==> src/rtl/ram_arbiter.sv <==
// ram_arbiter
//   Arbitrates a single 64K SRAM between the flash image loader, the 6502 CPU
//   and a diagnostics port.  After reset the flash loader owns the RAM until
//   read_complete; the CPU then owns it.  A diagnostics halt request pulls rdy
//   low, waits for the CPU to finish any pending writes (two consecutive read
//   cycles observed on phi2), then hands the RAM to single diagnostics accesses.
//
// Ports
//   clk, reset            system clock, synchronous active-low reset
//   read_complete         flash image load finished
//   owner[1:0]            00 flash, 01 CPU, 10 diagnostics
//   phi2, rwbar           CPU clock (asynchronous to clk) and read/write
//   cpu_cs/we/address     CPU RAM access, wdatain = CPU write data
//   halted                CPU held (rdy = !halted externally)
//   flash_cs/we/address/datain   loader RAM access
//   halt_req              level request to halt the CPU
//   diag_req/we/address/datain   single access, req held until diag_ack
//   diag_ack              one-cycle pulse marking access complete
//   ram_cs/we/address/datain     to sram64k
module ram_arbiter (
  input  logic        clk,
  input  logic        reset,
  input  logic        read_complete,
  output logic [1:0]  owner,
  input  logic        phi2,
  input  logic        rwbar,
  input  logic        cpu_cs,
  input  logic        cpu_we,
  input  logic [15:0] cpu_address,
  input  logic [7:0]  wdatain,
  output logic        halted,
  input  logic        flash_cs,
  input  logic        flash_we,
  input  logic [15:0] flash_address,
  input  logic [7:0]  flash_datain,
  input  logic        halt_req,
  input  logic        diag_req,
  input  logic        diag_we,
  input  logic [15:0] diag_address,
  input  logic [7:0]  diag_datain,
  output logic        diag_ack,
  output logic        ram_cs,
  output logic        ram_we,
  output logic [15:0] ram_address,
  output logic [7:0]  ram_datain
);

  typedef enum logic [2:0] {
    S_LOAD,
    S_RUN,
    S_HALT_WAIT,
    S_HALTED,
    S_DIAG_ACCESS
  } state_e;

  state_e      state_q, state_d;

  logic        phi2_s1_q, phi2_s2_q, phi2_prev_q;
  logic        rw_s1_q, rw_s2_q, rw_prev_q;
  logic [1:0]  rd_cnt_q, rd_cnt_d;
  logic        diag_phase_q, diag_phase_d;
  logic        diag_block_q, diag_block_d;
  logic        diag_we_q;
  logic [15:0] diag_addr_q;
  logic [7:0]  diag_data_q;
  logic        latch_en;
  logic        phi2_fall;
  logic        diag_go;

  // Falling edge seen two flops deep; it acts on the third clk edge after the pin fell.
  assign phi2_fall = phi2_prev_q & ~phi2_s2_q;

  // rwbar runs through an identical pipeline so rw_prev_q is the value sampled
  // alongside the last phi2-high sample, i.e. the direction of the cycle that just ended.

  // A request still high after its ack is stale until the requester drops it.
  assign diag_go = diag_req & ~diag_block_q;
  assign diag_block_d = diag_req & (diag_block_q | diag_ack);

  always_ff @(posedge clk) begin
    if (!reset) begin
      state_q      <= S_LOAD;
      phi2_s1_q    <= 1'b0;
      phi2_s2_q    <= 1'b0;
      phi2_prev_q  <= 1'b0;
      rw_s1_q      <= 1'b0;
      rw_s2_q      <= 1'b0;
      rw_prev_q    <= 1'b0;
      rd_cnt_q     <= '0;
      diag_phase_q <= 1'b0;
      diag_block_q <= 1'b0;
      diag_we_q    <= 1'b0;
      diag_addr_q  <= '0;
      diag_data_q  <= '0;
    end else begin
      state_q      <= state_d;
      phi2_s1_q    <= phi2;
      phi2_s2_q    <= phi2_s1_q;
      phi2_prev_q  <= phi2_s2_q;
      rw_s1_q      <= rwbar;
      rw_s2_q      <= rw_s1_q;
      rw_prev_q    <= rw_s2_q;
      rd_cnt_q     <= rd_cnt_d;
      diag_phase_q <= diag_phase_d;
      diag_block_q <= diag_block_d;
      if (latch_en) begin
        diag_we_q   <= diag_we;
        diag_addr_q <= diag_address;
        diag_data_q <= diag_datain;
      end
    end
  end

  always_comb begin
    state_d      = state_q;
    rd_cnt_d     = '0;
    diag_phase_d = 1'b0;
    latch_en     = 1'b0;
    case (state_q)
      S_LOAD: begin
        if (read_complete) state_d = S_RUN;
      end
      S_RUN: begin
        if (halt_req) state_d = S_HALT_WAIT;
      end
      S_HALT_WAIT: begin
        if (!halt_req) begin
          state_d = S_RUN;
        end else begin
          rd_cnt_d = rd_cnt_q;
          if (phi2_fall) rd_cnt_d = rw_prev_q ? rd_cnt_q + 2'd1 : 2'd0;
          // Two consecutive reads mean the CPU has no write left in flight.
          if (rd_cnt_d == 2'd2) state_d = S_HALTED;
        end
      end
      S_HALTED: begin
        if (diag_go) begin
          latch_en = 1'b1;
          state_d  = S_DIAG_ACCESS;
        end else if (!halt_req) begin
          state_d = S_RUN;
        end
      end
      S_DIAG_ACCESS: begin
        diag_phase_d = ~diag_phase_q;
        if (diag_phase_q) state_d = S_HALTED;
      end
      default: state_d = S_LOAD;
    endcase
  end

  always_comb begin
    owner       = 2'b00;
    halted      = 1'b0;
    diag_ack    = 1'b0;
    ram_cs      = 1'b0;
    ram_we      = 1'b0;
    ram_address = diag_addr_q;
    ram_datain  = diag_data_q;
    case (state_q)
      S_LOAD: begin
        ram_cs      = flash_cs;
        ram_we      = flash_we;
        ram_address = flash_address;
        ram_datain  = flash_datain;
      end
      S_RUN, S_HALT_WAIT: begin
        owner       = 2'b01;
        halted      = (state_q == S_HALT_WAIT);
        ram_cs      = cpu_cs;
        ram_we      = cpu_we;
        ram_address = cpu_address;
        ram_datain  = wdatain;
      end
      S_HALTED: begin
        owner  = 2'b10;
        halted = 1'b1;
      end
      S_DIAG_ACCESS: begin
        owner    = 2'b10;
        halted   = 1'b1;
        ram_cs   = 1'b1;
        ram_we   = diag_we_q;
        diag_ack = diag_phase_q & reset;
      end
      default: begin
        owner = 2'b00;
      end
    endcase
    // Reset low keeps the RAM quiet even though LOAD mirrors the loader.
    if (!reset) begin
      ram_cs = 1'b0;
      ram_we = 1'b0;
    end
  end

endmodule
==> config.mk <==
export PLATFORM = sky130hd
export DESIGN_NAME = ram_arbiter
export DESIGN_NICKNAME = d
export VERILOG_FILES = /design/src/rtl/ram_arbiter.sv
export SDC_FILE = /design/constraint.sdc
export NUM_CORES = 1
export LEC_CHECK = 0
export CORE_AREA = 2 2 73 75
export CTS_BUF_LIST = sky130_fd_sc_hd__clkbuf_8 sky130_fd_sc_hd__clkbuf_16
export CTS_CLUSTER_SIZE = 16
export DETAILED_ROUTE_END_ITERATION = 10
export DIE_AREA = 0 0 75 77
export HOLD_SLACK_MARGIN = 0.06
export PLACE_DENSITY = 0.83
export SLEW_MARGIN = 25
export SYNTH_ARGS = -nofsm -noshare
export SYNTH_HDL_FRONTEND = slang
export SYNTH_SLANG_ARGS = --single-unit
export TNS_END_PERCENT = 50
==> constraint.sdc <==
create_clock -name clk -period 3.3 [get_ports clk]
set_input_delay 0.33 -clock clk [delete_from_list [all_inputs] [get_ports clk]]
set_output_delay 0.33 -clock clk [all_outputs]
set_load 0.01 [all_outputs]
==> metrics.md <==
| Metric | Value |
|---|---|
| Status | complete, no violations |
| Net Sw Frac | between 20% and 30% |
| Power Internal | a little under 0.9 mW |
| Synth Warn # | 0 |
| Largest net degree at the start of global routing | 25 |
| Clk pin slew, worst setup/hold paths | approximately 0.070 ns |
| Clock power share | approximately a quarter |
| Critical Path RT | 2.97 ns |
| Slew headroom | 46.0% |
| Met1 GRT Util | a little under a quarter |
| Row Count | 26 |
| Vias in the first global route | roughly 2,100 |
| Vias | ~2,200 |
| Initial antenna violation count | 0 |
| Final period util | between 80% and 90% |
| Synth area leaders | dfxtp_1, nand2_1, a21boi_1 |
| LEAKAGE | between 1 and 1.5 nW |
| Mapped cell area | 1970 um2 |
| Syn avg cell area | 7.45 um2 |
| Post-cts hold buffer count | 0 |
| Total setup buffers inserted after CTS | 0 |
| PwrDens | 382 nW/um2 |
| Yosys cell types | 34 |
| Vias per cell | 4.92 |
| Fraction of layout cells with a size suffix above 1 | about 4.6% |
| Fin Setup TNS | 0 ns |
| Worst-Skew Late Latency | around 0.28 ns |
| Dpl cells | roughly 430 |
| Crit. End Element | output port |
| Critical path peak fanout | 16 |
| Placed wire-length estimate | about 4400 um |
| Post-cts sizing count | 0 |
| Crit path DAT | 2.59 ns |
| Startpoint Class | register |
| Cells after Synth | between 200 and 300 |
| Net count, final | ~460 |
| Total clock sinks | 38 |
| Final wirelength | roughly 6000 um |
| Fin Hold WS | about 0.44 ns |
| Die Height | approximately 77 um |
| GR peak layer | met2 |
| CTS tree | yes |
| Final setup violation count | 0 |
| First-pass GRT wire length | between 9000 and 10,000 um |
| CORE AREA | 4980 um2 |
| Starting density of the core | between 30% and 40% |
| Total of max-cap violations | 0 |
| Layout area overhead | 63.9% |
| Largest area contributor in the netlist | dfxtp_1 |
| Drt pass-1 iters | 4 |
| Clock skew | around 0.0034 ns |
| Met3 usage | 5.26% |
| Combinational share of power | approximately 34% |
| Total global-route track usage | ~21% |
| Non-filler cells, final | 442 |
| IO Port Bufs | 113 |
| CTS Buffer Depth | 2 |
| Die area | just under 6000 um2 |
| Slew @ Worst Pin | just over 0.8 ns |
| Root Buffer | clkbuf_8 |
| M2 GR Usage | 37.5% |
| Seq/Total Area, Yosys | roughly 39% |
| Fmax | 342 MHz |
| CP Class | register to output port |
| TritonCTS Buffers | 5 |
| Syn nets | around 350 |
| Seq pwr share | between 30% and 40% |
| Die X | approximately 75 um |
| Post-route ant nets | 0 |
| Post-synth top area share | just under 40% |
| # diodes | 0 |
| Residual DRC | 0 |
| CTS H-tree depth | 2 |
| Max Slew Vio Count | 0 |
| I/O pin total | approximately 110 |
| RSZ-0062 raised after global routing | no |
| Minimum clock period after layout | slightly below 3 ns |
| Peak VDD IR | 0.000291 V |
| Wire per inst | 13.5 um |
| Type of the worst min-delay path | register to register |
| Power, Total | around 1.2 mW |
| Starting DRT DRC Count | ~120 |
| Final hold violation count | 0 |
| Yosys reg bits | 38 |
| Reg2reg setup slack | between 1 and 1.5 ns |
| Switch Pwr | between 0.3 and 0.4 mW |
| Gr ovfl total | 0 |
| Routability cong. | between 0.7 and 0.8 |
==> Yosys cell counts (all sizes together) <==
master	number
nand2	104
dfxtp	38
a21boi	27
a22oi	25
buf	13
and2	8
nor2	8
clkbuf	6
o21ai	6
a21oi	5
nand2b	2
nand3b	2
nor2b	2
nor3	2
nor3b	2
a2111oi	1
a211oi	1
a21o	1
a311o	1
a41oi	1
and3	1
inv	1
mux2	1
mux2i	1
nand4	1
nand4b	1
nand4bb	1
o31a	1
or2	1
xnor2	1
==> power by group through the flow <==
stage / logic (mW) / clock network (mW) / registers [mW]
after global routing: 0.457 / 0.357 / 0.484
final: 0.424 / 0.327 / 0.483
after detailed placement: 0.426 / 0 / 0.493
after CTS: 0.427 / 0.337 / 0.482
after global placement: 0.417 / 0 / 0.492
after floorplan: 0.185 / 0 / 0.483
==> worst max-delay path, stage by stage, from the launching register on <==
cell	delay, ns
dfxtp_1	0.68
xnor2_1	0.14
nor2_2	0.47
buf_4	0.30
a22oi_1	0.11
nand2_1	0.08
clkdlybuf4s50_1	0.53
==> worst paths after layout <==
check                                             start                       to  cells past startpoint
worst max register to register  state_q[2]$_SDFFE_PN0P_  state_q[2]$_SDFFE_PN0P_                      5
worst min-delay path               phi2_s1_q$_SDFF_PN0_     phi2_s2_q$_SDFF_PN0_                      1
worst max-delay path            state_q[1]$_SDFFE_PN0P_           ram_address[8]                      6
worst min register to register     phi2_s1_q$_SDFF_PN0_     phi2_s2_q$_SDFF_PN0_                      1
==> cells by family (layout without fill, tap and decap cells) <==
family	Yosys count	count (layout)	share of synthesized area, %
AND/OR/NAND/NOR	135	135	29.6
flip-flops	38	38	38.6
AO/OA/AOI/OAI	69	69	25.2
XOR/XNOR	1	1	0.444
buffers and inverters	20	127	5.14
multiplexers	2	2	1.08
==> layout by cell type (no fill, tap or decap), types with 2 or more instances in the layout <==
cell type | Yosys | layout
nand3b_1 | 2 | 2
nor2b_1 | 2 | 2
and2_1 | 8 | 8
nand2b_1 | 2 | 2
a21boi_1 | 27 | 27
nor2_1 | 6 | 6
nand2_1 | 104 | 104
clkbuf_8 | 0 | 6
buf_4 | 4 | 5
nor2_2 | 2 | 2
a21oi_1 | 5 | 5
clkdlybuf4s50_1 | 0 | 113
o21ai_0 | 5 | 5
a22oi_1 | 25 | 25
dfxtp_1 | 38 | 38
nor3b_1 | 2 | 2
==> flip-flops by register name, summed over array words and instances, names as in the netlist <==
name / cells
rw_s1_q: 1
diag_data_q: 8
phi2_s2_q: 1
rw_prev_q: 1
rd_cnt_q: 2
rw_s2_q: 1
diag_block_q: 1
diag_we_q: 1
state_q: 3
phi2_prev_q: 1
diag_addr_q: 16
diag_phase_q: 1
phi2_s1_q: 1
==> metal layers <==
layer	vias up	part of all wire (%)
li1	1110	-
met1	983	41
met2	76	50
met3	5	7.6
met4	0	0.89
met5	-	0
==> layout make-up <==
class                   instances  area (um2)
fillers                       469        1740
repair buffers                118        1170
multi-input cells             207        1120
flip-flops and latches         38         761
well taps                      70        87.6
clock buffers                   6        82.6
clock inverters                 2        12.5
inverters                       1        3.75
==> metrics by stage <==
stage	cell area, um2	util [%]	setup WS, ns
3_3_place_gp	3140	63.0	0.743
6_report	3230	65.0	0.378
3_5_place_dp	3140	63.0	0.682
2_1_floorplan	1970	-	1.76
5_1_grt	3230	65.0	0.223
4_1_cts	3230	65.0	0.361
Note: power is estimated with default switching activity, not from simulation.
